<file path="config.mk">
export PLATFORM = sky130hd
export DESIGN_NAME = id_ex_stage_reg_flat
export DESIGN_NICKNAME = d
export VERILOG_FILES = /design/src/rtl/pipe_pkg.sv /design/src/rtl/id_ex_stage_reg_if.sv /design/src/rtl/load_use_detect.sv /design/src/rtl/id_ex_stage_reg.sv /design/src/flat_wrapper.sv
export SDC_FILE = /design/constraint.sdc
export NUM_CORES = 1
export LEC_CHECK = 0
export ABC_AREA = 1
export BUFFER_PORTS_ARGS = -buffer_cell sky130_fd_sc_hd__buf_2
export CAP_MARGIN = 10
export CORE_AREA = 2 2 154 156
export CTS_CLUSTER_SIZE = 25
export DETAILED_ROUTE_END_ITERATION = 16
export DIE_AREA = 0 0 156 158
export PLACE_DENSITY = 0.59
export SLEW_MARGIN = 20
export SYNTH_ARGS = -nofsm -noshare
export SYNTH_HDL_FRONTEND = slang
export SYNTH_HIERARCHICAL = 1
export SYNTH_SLANG_ARGS = --single-unit
</file>
<file path="constraint.sdc">
create_clock -name clk_i -period 2.8 [get_ports clk_i]
set_input_delay 0.42 -clock clk_i [delete_from_list [all_inputs] [get_ports clk_i]]
set_output_delay 0.42 -clock clk_i [all_outputs]
set_load 0.1 [all_outputs]
</file>
<file path="src/rtl/pipe_pkg.sv">
// Control-field layout shared by the ID/EX stage register and its hazard logic.
// Pure declarations: no latency, no flow control.
package pipe_pkg;

    localparam int CTRL_W        = 7;
    // Bit positions within {ALUOp[1:0],ALUSrc,RegWrite,MemtoReg,MemRead,MemWrite}
    localparam int CTRL_ALUOP    = 5;
    localparam int CTRL_ALUSRC   = 4;
    localparam int CTRL_REGWRITE = 3;
    localparam int CTRL_MEMTOREG = 2;
    localparam int CTRL_MEMREAD  = 1;
    localparam int CTRL_MEMWRITE = 0;

    localparam logic [CTRL_W-1:0] CTRL_NOP = 7'b0;
    localparam logic [4:0]        REG_X0   = 5'd0;

    function automatic logic isMemRead(input logic [CTRL_W-1:0] ctrl);
        return ctrl[CTRL_MEMREAD];
    endfunction

endpackage

</file>
<file path="src/rtl/id_ex_stage_reg_if.sv">
// ID-side decoded instruction bundle and its registered EX-side copy.
// master = ID stage (drives ID_*, observes EX_*); slave = ID/EX register.
interface id_ex_stage_reg_if #(
    parameter int DATA_W     = 32,
    parameter int REG_ADDR_W = 5
);
    import pipe_pkg::*;

    logic                  ID_valid_i;
    logic [DATA_W-1:0]     ID_PC_i;
    logic [DATA_W-1:0]     ID_RS1data_i;
    logic [DATA_W-1:0]     ID_RS2data_i;
    logic [DATA_W-1:0]     ID_Imm_i;
    logic [REG_ADDR_W-1:0] ID_rs1_i;
    logic [REG_ADDR_W-1:0] ID_rs2_i;
    logic [REG_ADDR_W-1:0] ID_Rd_i;
    logic [9:0]            ID_funct_i;
    logic [CTRL_W-1:0]     ID_ctrl_i;

    logic                  EX_valid_o;
    logic [DATA_W-1:0]     EX_PC_o;
    logic [DATA_W-1:0]     EX_RS1data_o;
    logic [DATA_W-1:0]     EX_RS2data_o;
    logic [DATA_W-1:0]     EX_Imm_o;
    logic [REG_ADDR_W-1:0] EX_rs1_o;
    logic [REG_ADDR_W-1:0] EX_rs2_o;
    logic [REG_ADDR_W-1:0] EX_Rd_o;
    logic [9:0]            EX_funct_o;
    logic [CTRL_W-1:0]     EX_ctrl_o;

    modport master (
        output ID_valid_i, ID_PC_i, ID_RS1data_i, ID_RS2data_i, ID_Imm_i,
               ID_rs1_i, ID_rs2_i, ID_Rd_i, ID_funct_i, ID_ctrl_i,
        input  EX_valid_o, EX_PC_o, EX_RS1data_o, EX_RS2data_o, EX_Imm_o,
               EX_rs1_o, EX_rs2_o, EX_Rd_o, EX_funct_o, EX_ctrl_o
    );

    modport slave (
        input  ID_valid_i, ID_PC_i, ID_RS1data_i, ID_RS2data_i, ID_Imm_i,
               ID_rs1_i, ID_rs2_i, ID_Rd_i, ID_funct_i, ID_ctrl_i,
        output EX_valid_o, EX_PC_o, EX_RS1data_o, EX_RS2data_o, EX_Imm_o,
               EX_rs1_o, EX_rs2_o, EX_Rd_o, EX_funct_o, EX_ctrl_o
    );

endinterface

</file>
<file path="src/rtl/load_use_detect.sv">
// Load-use hazard detector: flags an ID instruction reading the Rd of a load sitting in EX.
// Zero latency (combinational); drops PC/IF-ID write enables on hazard or external stall.
module load_use_detect #(
    parameter int REG_ADDR_W = 5
) (
    input  logic                  idValid,
    input  logic [REG_ADDR_W-1:0] idRs1,
    input  logic [REG_ADDR_W-1:0] idRs2,
    input  logic                  exValid,
    input  logic                  exMemRead,
    input  logic [REG_ADDR_W-1:0] exRd,
    input  logic                  extStall,
    output logic                  hz,
    output logic                  PCWrite_o,
    output logic                  IFIDWrite_o
);

    logic rdMatch;

    // x0 is hardwired zero, so a load targeting it never produces a dependency
    assign rdMatch = (exRd != REG_ADDR_W'(0)) && ((exRd == idRs1) || (exRd == idRs2));
    assign hz      = idValid && exValid && exMemRead && rdMatch;

    assign PCWrite_o   = ~(hz | extStall);
    assign IFIDWrite_o = ~(hz | extStall);

endmodule

</file>
<file path="src/rtl/id_ex_stage_reg.sv">
// ID/EX pipeline register with load-use bubble insertion; 1-cycle ID->EX, holds on Ext_stall_i, kills on Flush_i.
// Optional bubble/flush perf counters under `BUBBLE_COUNT_EN (tied to zero otherwise).
module id_ex_stage_reg
    import pipe_pkg::*;
#(
    parameter int DATA_W     = 32,
    parameter int REG_ADDR_W = 5,
    parameter int CNT_W      = 32
) (
    input  logic                clk_i,
    input  logic                rst_i,
    id_ex_stage_reg_if.slave    pipe,
    input  logic                Flush_i,
    input  logic                Ext_stall_i,
    output logic                PCWrite_o,
    output logic                IFIDWrite_o,
    output logic [CNT_W-1:0]    Stall_cnt_o,
    output logic [CNT_W-1:0]    Flush_cnt_o
);

    logic                  exValid;
    logic [DATA_W-1:0]     exPC;
    logic [DATA_W-1:0]     exRS1data;
    logic [DATA_W-1:0]     exRS2data;
    logic [DATA_W-1:0]     exImm;
    logic [REG_ADDR_W-1:0] exRs1;
    logic [REG_ADDR_W-1:0] exRs2;
    logic [REG_ADDR_W-1:0] exRd;
    logic [9:0]            exFunct;
    logic [CTRL_W-1:0]     exCtrl;
    logic                  hz;

    load_use_detect #(
        .REG_ADDR_W (REG_ADDR_W)
    ) u_hazard (
        .idValid     (pipe.ID_valid_i),
        .idRs1       (pipe.ID_rs1_i),
        .idRs2       (pipe.ID_rs2_i),
        .exValid     (exValid),
        .exMemRead   (isMemRead(exCtrl)),
        .exRd        (exRd),
        .extStall    (Ext_stall_i),
        .hz          (hz),
        .PCWrite_o   (PCWrite_o),
        .IFIDWrite_o (IFIDWrite_o)
    );

    always_ff @(posedge clk_i) begin
        if (rst_i) begin
            exValid   <= 1'b0;
            exPC      <= '0;
            exRS1data <= '0;
            exRS2data <= '0;
            exImm     <= '0;
            exRs1     <= '0;
            exRs2     <= '0;
            exRd      <= '0;
            exFunct   <= '0;
            exCtrl    <= CTRL_NOP;
        end else if (!Ext_stall_i) begin
            // Data fields load unconditionally; only valid/ctrl/Rd decide whether EX sees a bubble
            exPC      <= pipe.ID_PC_i;
            exRS1data <= pipe.ID_RS1data_i;
            exRS2data <= pipe.ID_RS2data_i;
            exImm     <= pipe.ID_Imm_i;
            exRs1     <= pipe.ID_rs1_i;
            exRs2     <= pipe.ID_rs2_i;
            exFunct   <= pipe.ID_funct_i;
            if (Flush_i || hz) begin
                exValid <= 1'b0;
                exCtrl  <= CTRL_NOP;
                exRd    <= '0;
            end else begin
                exValid <= pipe.ID_valid_i;
                exCtrl  <= pipe.ID_valid_i ? pipe.ID_ctrl_i : CTRL_NOP;
                exRd    <= pipe.ID_Rd_i;
            end
        end
    end

`ifdef BUBBLE_COUNT_EN
    logic [CNT_W-1:0] stallCnt;
    logic [CNT_W-1:0] flushCnt;

    // Flush takes precedence, so a same-cycle hazard is counted only as a flush
    always_ff @(posedge clk_i) begin
        if (rst_i) begin
            stallCnt <= '0;
            flushCnt <= '0;
        end else if (!Ext_stall_i) begin
            if (Flush_i)
                flushCnt <= flushCnt + CNT_W'(1);
            else if (hz)
                stallCnt <= stallCnt + CNT_W'(1);
        end
    end

    assign Stall_cnt_o = stallCnt;
    assign Flush_cnt_o = flushCnt;
`else
    assign Stall_cnt_o = '0;
    assign Flush_cnt_o = '0;
`endif

    assign pipe.EX_valid_o   = exValid;
    assign pipe.EX_PC_o      = exPC;
    assign pipe.EX_RS1data_o = exRS1data;
    assign pipe.EX_RS2data_o = exRS2data;
    assign pipe.EX_Imm_o     = exImm;
    assign pipe.EX_rs1_o     = exRs1;
    assign pipe.EX_rs2_o     = exRs2;
    assign pipe.EX_Rd_o      = exRd;
    assign pipe.EX_funct_o   = exFunct;
    assign pipe.EX_ctrl_o    = exCtrl;

endmodule

</file>
<file path="src/flat_wrapper.sv">
// flat-port wrapper written by rule: the top's interface ports become plain ports
module id_ex_stage_reg_flat import pipe_pkg::*;
#(
    parameter int DATA_W     = 32,
    parameter int REG_ADDR_W = 5,
    parameter int CNT_W      = 32
)
  (clk_i, rst_i, Flush_i, Ext_stall_i, PCWrite_o, IFIDWrite_o, Stall_cnt_o, Flush_cnt_o, pipe_ID_valid_i, pipe_ID_PC_i, pipe_ID_RS1data_i, pipe_ID_RS2data_i, pipe_ID_Imm_i, pipe_ID_rs1_i, pipe_ID_rs2_i, pipe_ID_Rd_i, pipe_ID_funct_i, pipe_ID_ctrl_i, pipe_EX_valid_o, pipe_EX_PC_o, pipe_EX_RS1data_o, pipe_EX_RS2data_o, pipe_EX_Imm_o, pipe_EX_rs1_o, pipe_EX_rs2_o, pipe_EX_Rd_o, pipe_EX_funct_o, pipe_EX_ctrl_o);
  id_ex_stage_reg_if #(.DATA_W(DATA_W), .REG_ADDR_W(REG_ADDR_W)) pipe_i ();
  input  logic clk_i;
  input  logic rst_i;
  input  logic Flush_i;
  input  logic Ext_stall_i;
  output logic PCWrite_o;
  output logic IFIDWrite_o;
  output logic [CNT_W-1:0] Stall_cnt_o;
  output logic [CNT_W-1:0] Flush_cnt_o;
  input wire logic [$bits(pipe_i.ID_valid_i)-1:0] pipe_ID_valid_i;
  input wire logic [$bits(pipe_i.ID_PC_i)-1:0] pipe_ID_PC_i;
  input wire logic [$bits(pipe_i.ID_RS1data_i)-1:0] pipe_ID_RS1data_i;
  input wire logic [$bits(pipe_i.ID_RS2data_i)-1:0] pipe_ID_RS2data_i;
  input wire logic [$bits(pipe_i.ID_Imm_i)-1:0] pipe_ID_Imm_i;
  input wire logic [$bits(pipe_i.ID_rs1_i)-1:0] pipe_ID_rs1_i;
  input wire logic [$bits(pipe_i.ID_rs2_i)-1:0] pipe_ID_rs2_i;
  input wire logic [$bits(pipe_i.ID_Rd_i)-1:0] pipe_ID_Rd_i;
  input wire logic [$bits(pipe_i.ID_funct_i)-1:0] pipe_ID_funct_i;
  input wire logic [$bits(pipe_i.ID_ctrl_i)-1:0] pipe_ID_ctrl_i;
  output wire logic [$bits(pipe_i.EX_valid_o)-1:0] pipe_EX_valid_o;
  output wire logic [$bits(pipe_i.EX_PC_o)-1:0] pipe_EX_PC_o;
  output wire logic [$bits(pipe_i.EX_RS1data_o)-1:0] pipe_EX_RS1data_o;
  output wire logic [$bits(pipe_i.EX_RS2data_o)-1:0] pipe_EX_RS2data_o;
  output wire logic [$bits(pipe_i.EX_Imm_o)-1:0] pipe_EX_Imm_o;
  output wire logic [$bits(pipe_i.EX_rs1_o)-1:0] pipe_EX_rs1_o;
  output wire logic [$bits(pipe_i.EX_rs2_o)-1:0] pipe_EX_rs2_o;
  output wire logic [$bits(pipe_i.EX_Rd_o)-1:0] pipe_EX_Rd_o;
  output wire logic [$bits(pipe_i.EX_funct_o)-1:0] pipe_EX_funct_o;
  output wire logic [$bits(pipe_i.EX_ctrl_o)-1:0] pipe_EX_ctrl_o;
  assign pipe_i.ID_valid_i = pipe_ID_valid_i;
  assign pipe_i.ID_PC_i = pipe_ID_PC_i;
  assign pipe_i.ID_RS1data_i = pipe_ID_RS1data_i;
  assign pipe_i.ID_RS2data_i = pipe_ID_RS2data_i;
  assign pipe_i.ID_Imm_i = pipe_ID_Imm_i;
  assign pipe_i.ID_rs1_i = pipe_ID_rs1_i;
  assign pipe_i.ID_rs2_i = pipe_ID_rs2_i;
  assign pipe_i.ID_Rd_i = pipe_ID_Rd_i;
  assign pipe_i.ID_funct_i = pipe_ID_funct_i;
  assign pipe_i.ID_ctrl_i = pipe_ID_ctrl_i;
  assign pipe_EX_valid_o = pipe_i.EX_valid_o;
  assign pipe_EX_PC_o = pipe_i.EX_PC_o;
  assign pipe_EX_RS1data_o = pipe_i.EX_RS1data_o;
  assign pipe_EX_RS2data_o = pipe_i.EX_RS2data_o;
  assign pipe_EX_Imm_o = pipe_i.EX_Imm_o;
  assign pipe_EX_rs1_o = pipe_i.EX_rs1_o;
  assign pipe_EX_rs2_o = pipe_i.EX_rs2_o;
  assign pipe_EX_Rd_o = pipe_i.EX_Rd_o;
  assign pipe_EX_funct_o = pipe_i.EX_funct_o;
  assign pipe_EX_ctrl_o = pipe_i.EX_ctrl_o;
  id_ex_stage_reg #(.DATA_W(DATA_W), .REG_ADDR_W(REG_ADDR_W), .CNT_W(CNT_W)) u_core (.clk_i(clk_i), .rst_i(rst_i), .pipe(pipe_i), .Flush_i(Flush_i), .Ext_stall_i(Ext_stall_i), .PCWrite_o(PCWrite_o), .IFIDWrite_o(IFIDWrite_o), .Stall_cnt_o(Stall_cnt_o), .Flush_cnt_o(Flush_cnt_o));
endmodule
</file>
==> qor.csv <==
metric;value;unit
status;finished, final reports clean;
simple-gate area share of the yosys netlist;0.218;
Async S/R FF share, synth;0;
placement-stage cell area;7930;µm²
CP max FO;7;
Synth top area share;0.505;
post-synthesis adder-cell area fraction;0;
Gate power share;0.314;
# setup viols final;0;
First-pass DRT Iterations;4;
Placement Setup Slack;0.821;ns
register area share after synthesis;0.505;
post-CTS sizing;0;
Die H;158;µm
initial antenna violation count;0;
f_max;444;MHz
dpl cells;1409;
unrepaired setup endpoints after global routing;false;
area of the die;24600;µm²
synthesized instance count;837;
cell area power density;813;nW/µm²
Placer Congestion;0.775;
Final Critical Period;2.25;ns
peak supply drop;0.314;mV
CP cell instances;nor2_1 > nor2_1 > nor2_1 > nand3_1 > nand2_1 > a21oi_4 > buf_2;
DRT iter0 DRCs;253;
I/O Buffers;327;
die width;156;µm
Slew headroom;0.516;
Clock Root Buffer;clkbuf_16;
Reg2Reg Depth;10;
placement row count;56;
ant diodes;0;
worst skew pair latency;0.41;ns
CP max stage cell;buf_2;
Layout fillers;2508;
final WL;18300;µm
Seq pwr share;0.366;
Area contributors post-synth;dfxtp_1 51%, nor2_1 19%, o21ai_0 12%;
TNS Setup;0;ns
nets;1303;
clock sink count;161;
Synth Area in Compound Gates;0.127;
Least-Margin Pin Slew;0.727;ns
CTS Hold Bufs;0;
Reg-to-Reg End;u_core/pipe.EX_valid_o;
Synth Area in XOR/XNOR;0.00275;
core box area;23100;µm²
postcts setup bufs;0;
Max stage delay on crit path;0.45;ns
initial core utilization;0.277;
hold path startpoint;pipe_ID_PC_i[21];
most frequent cells after synthesis;315 x nor2_1, 161 x dfxtp_1, 154 x o21ai_0;
Worst Hold Depth;3;
Worst Path Required;2.38;ns
WS Path Type;flop to primary output;
internal power;3.96;mW
largest net degree at the start of global routing;81;
residual DRC count;0;
R2R Setup Slk;1.18;ns
DR vias;6083;
number of global-route vias before repair;5346;
worst hold path class;primary input to flop;
count leader, synth;nor2_1;
Warnings, synthesis;6;
post-synth top area cell;dfxtp_1;
CP startpoint kind;flop;
worst path arrival time;1.83;ns
Post-Route Utilization;0.368;
clock power share;0.320;
deepest clock path buffer count;2;
Seq cells post-synth;161;
number of I/O pins;392;
gr ovfl total;0;
GRT Total Usage;0.141;
mux share of post-synthesis cell area;0;
Final Skew;0.00556;ns
syn avg cell area;7.62;µm²
Static Leak;4.42;nW
Worst-path clk slew;0.07;ns
CP most frequent cell;nor2_1;
Slew Viols, Final;0;
vias per cell;4.22;
Synth cell types;16;
post-synthesis cell area;6380;µm²
flip-flop cell with the highest count after synthesis;dfxtp_1;
post-route worst setup slack;0.546;ns
Hold Path End;u_core/pipe.EX_PC_o[21];
CTS tree;done;
Crit. End Element;primary output;
fin crit share;0.805;
first-pass GRT wire length;27400;µm
CTS Buf Count;17;
Post-Layout Cell Count;1441;
source of the worst register-to-register timing path;u_core/pipe.EX_Rd_o[1];
post-DP HPWL;13000;µm
share of cells above drive strength 1;0.325;
Max Cap Viol;0;
remaining antenna violation count;0;
Wirelength per Cell;12.7;µm
deepest level of the CTS H-tree;4;
Switch Pwr;2.94;mW
Sw Share;0.426;
largest family of logic cells by synthesized area;simple AND/OR/NAND/NOR gates;
Post-synth EDFFs;0;
finished layout cell area;8480;µm²
Area Growth Syn to Fin;32.9;%
Fin. Hold Viols;0;
power groups by stage:
stage / combinational, mW / clock, mW / sequential, mW
2_1_floorplan: 0.765 / 0 / 3.72
3_3_place_gp: 2.18 / 0 / 2.57
3_5_place_dp: 2.18 / 0 / 2.58
4_1_cts: 2.18 / 2.30 / 2.53
5_1_grt: 2.27 / 2.39 / 2.55
6_report: 2.17 / 2.21 / 2.53
stage by stage:
step | total power [mW] | hold WS [ns]
finish | 6.90 | 0.236
global route | 7.21 | 0.217
CTS | 7.01 | 0.207
detailed placement | 4.76 | 0.465
global placement | 4.75 | 0.458
floorplan | 4.48 | 0.554
layout make-up:
class	instances	area [µm²]	share of cell area
Sequential cell	161	3230	0.380
Multi-Input combinational cell	594	2470	0.291
Timing Repair Buffer	336	1760	0.207
Clock buffer	20	457	0.0538
Tap cell	290	363	0.0428
Inverter	28	113	0.0133
Clock inverter	12	97.6	0.0115
sequential cells by signal, indices dropped and copies added (netlist names):
name and count:
u_core/pipe.EX_funct_o 10, u_core/pipe.EX_ctrl_o 7, u_core/pipe.EX_RS2data_o 32, u_core/pipe.EX_PC_o 32, u_core/pipe.EX_rs2_o 5, u_core/pipe.EX_RS1data_o 32, u_core/pipe.EX_valid_o 1, u_core/pipe.EX_rs1_o 5
u_core/pipe.EX_Rd_o 5, u_core/pipe.EX_Imm_o 32
worst max-delay path, delay by kind of cell (launching register included):
family                 cells  cell delay (ns)
buffers and inverters      1             0.45
and+or+nand+nor            5             0.42
DFF                        1             0.39
AOI/OAI and AO/OA          1             0.16
cell usage in the layout (no fill, tap or decap):
cell and instances:
buf_2 326, nor2_1 315, dfxtp_1 158, o21ai_0 154, conb_1 64, nand2_1 40, inv_1 25, clkbuf_16 17
nand3_1 10, a21oi_1 7, buf_4 6, clkinvlp_4 5, inv_6 5, buf_12 4, dfxtp_2 3, clkbuf_8 2
xnor2_1 2, clkbuf_1 1, inv_8 1, clkinv_2 1, clkinv_4 1, inv_4 1, inv_2 1, nand4_1 1
a21oi_4 1
worst max-delay path by stage:
stage | endpoint | slack, ns | from
after global routing | PCWrite_o | 0.37 | u_core/pipe.EX_Rd_o[0]
after detailed placement | PCWrite_o | 0.82 | pipe_ID_rs1_i[0]
after CTS | PCWrite_o | 0.50 | u_core/pipe.EX_Rd_o[0]
after floorplan | PCWrite_o | 0.003 | u_core/pipe.EX_Rd_o[3]
final | IFIDWrite_o | 0.55 | u_core/pipe.EX_Rd_o[0]
after global placement | PCWrite_o | 0.84 | pipe_ID_rs1_i[0]
kinds of logic (layout without fill, tap and decap cells):
logic type | count (synthesis) | in the layout
AOI/OAI and AO/OA | 162 | 162
xor gates and xnor gates | 2 | 2
buffers and inverters | 145 | 396
DFF | 161 | 161
other | 1 | 64
and+or+nand+nor | 366 | 366
per-layer routing:
metal / global-route usage / part of all wire / vias to the layer above
li1: - / - / 3111
met1: 0.162 / 0.41 / 2710
met2: 0.239 / 0.48 / 244
met3: 0.0523 / 0.094 / 18
met4: 0.0520 / 0.017 / 0
met5: 0 / 0 / -
No activity file was read; power rests on OpenSTA's default activity.
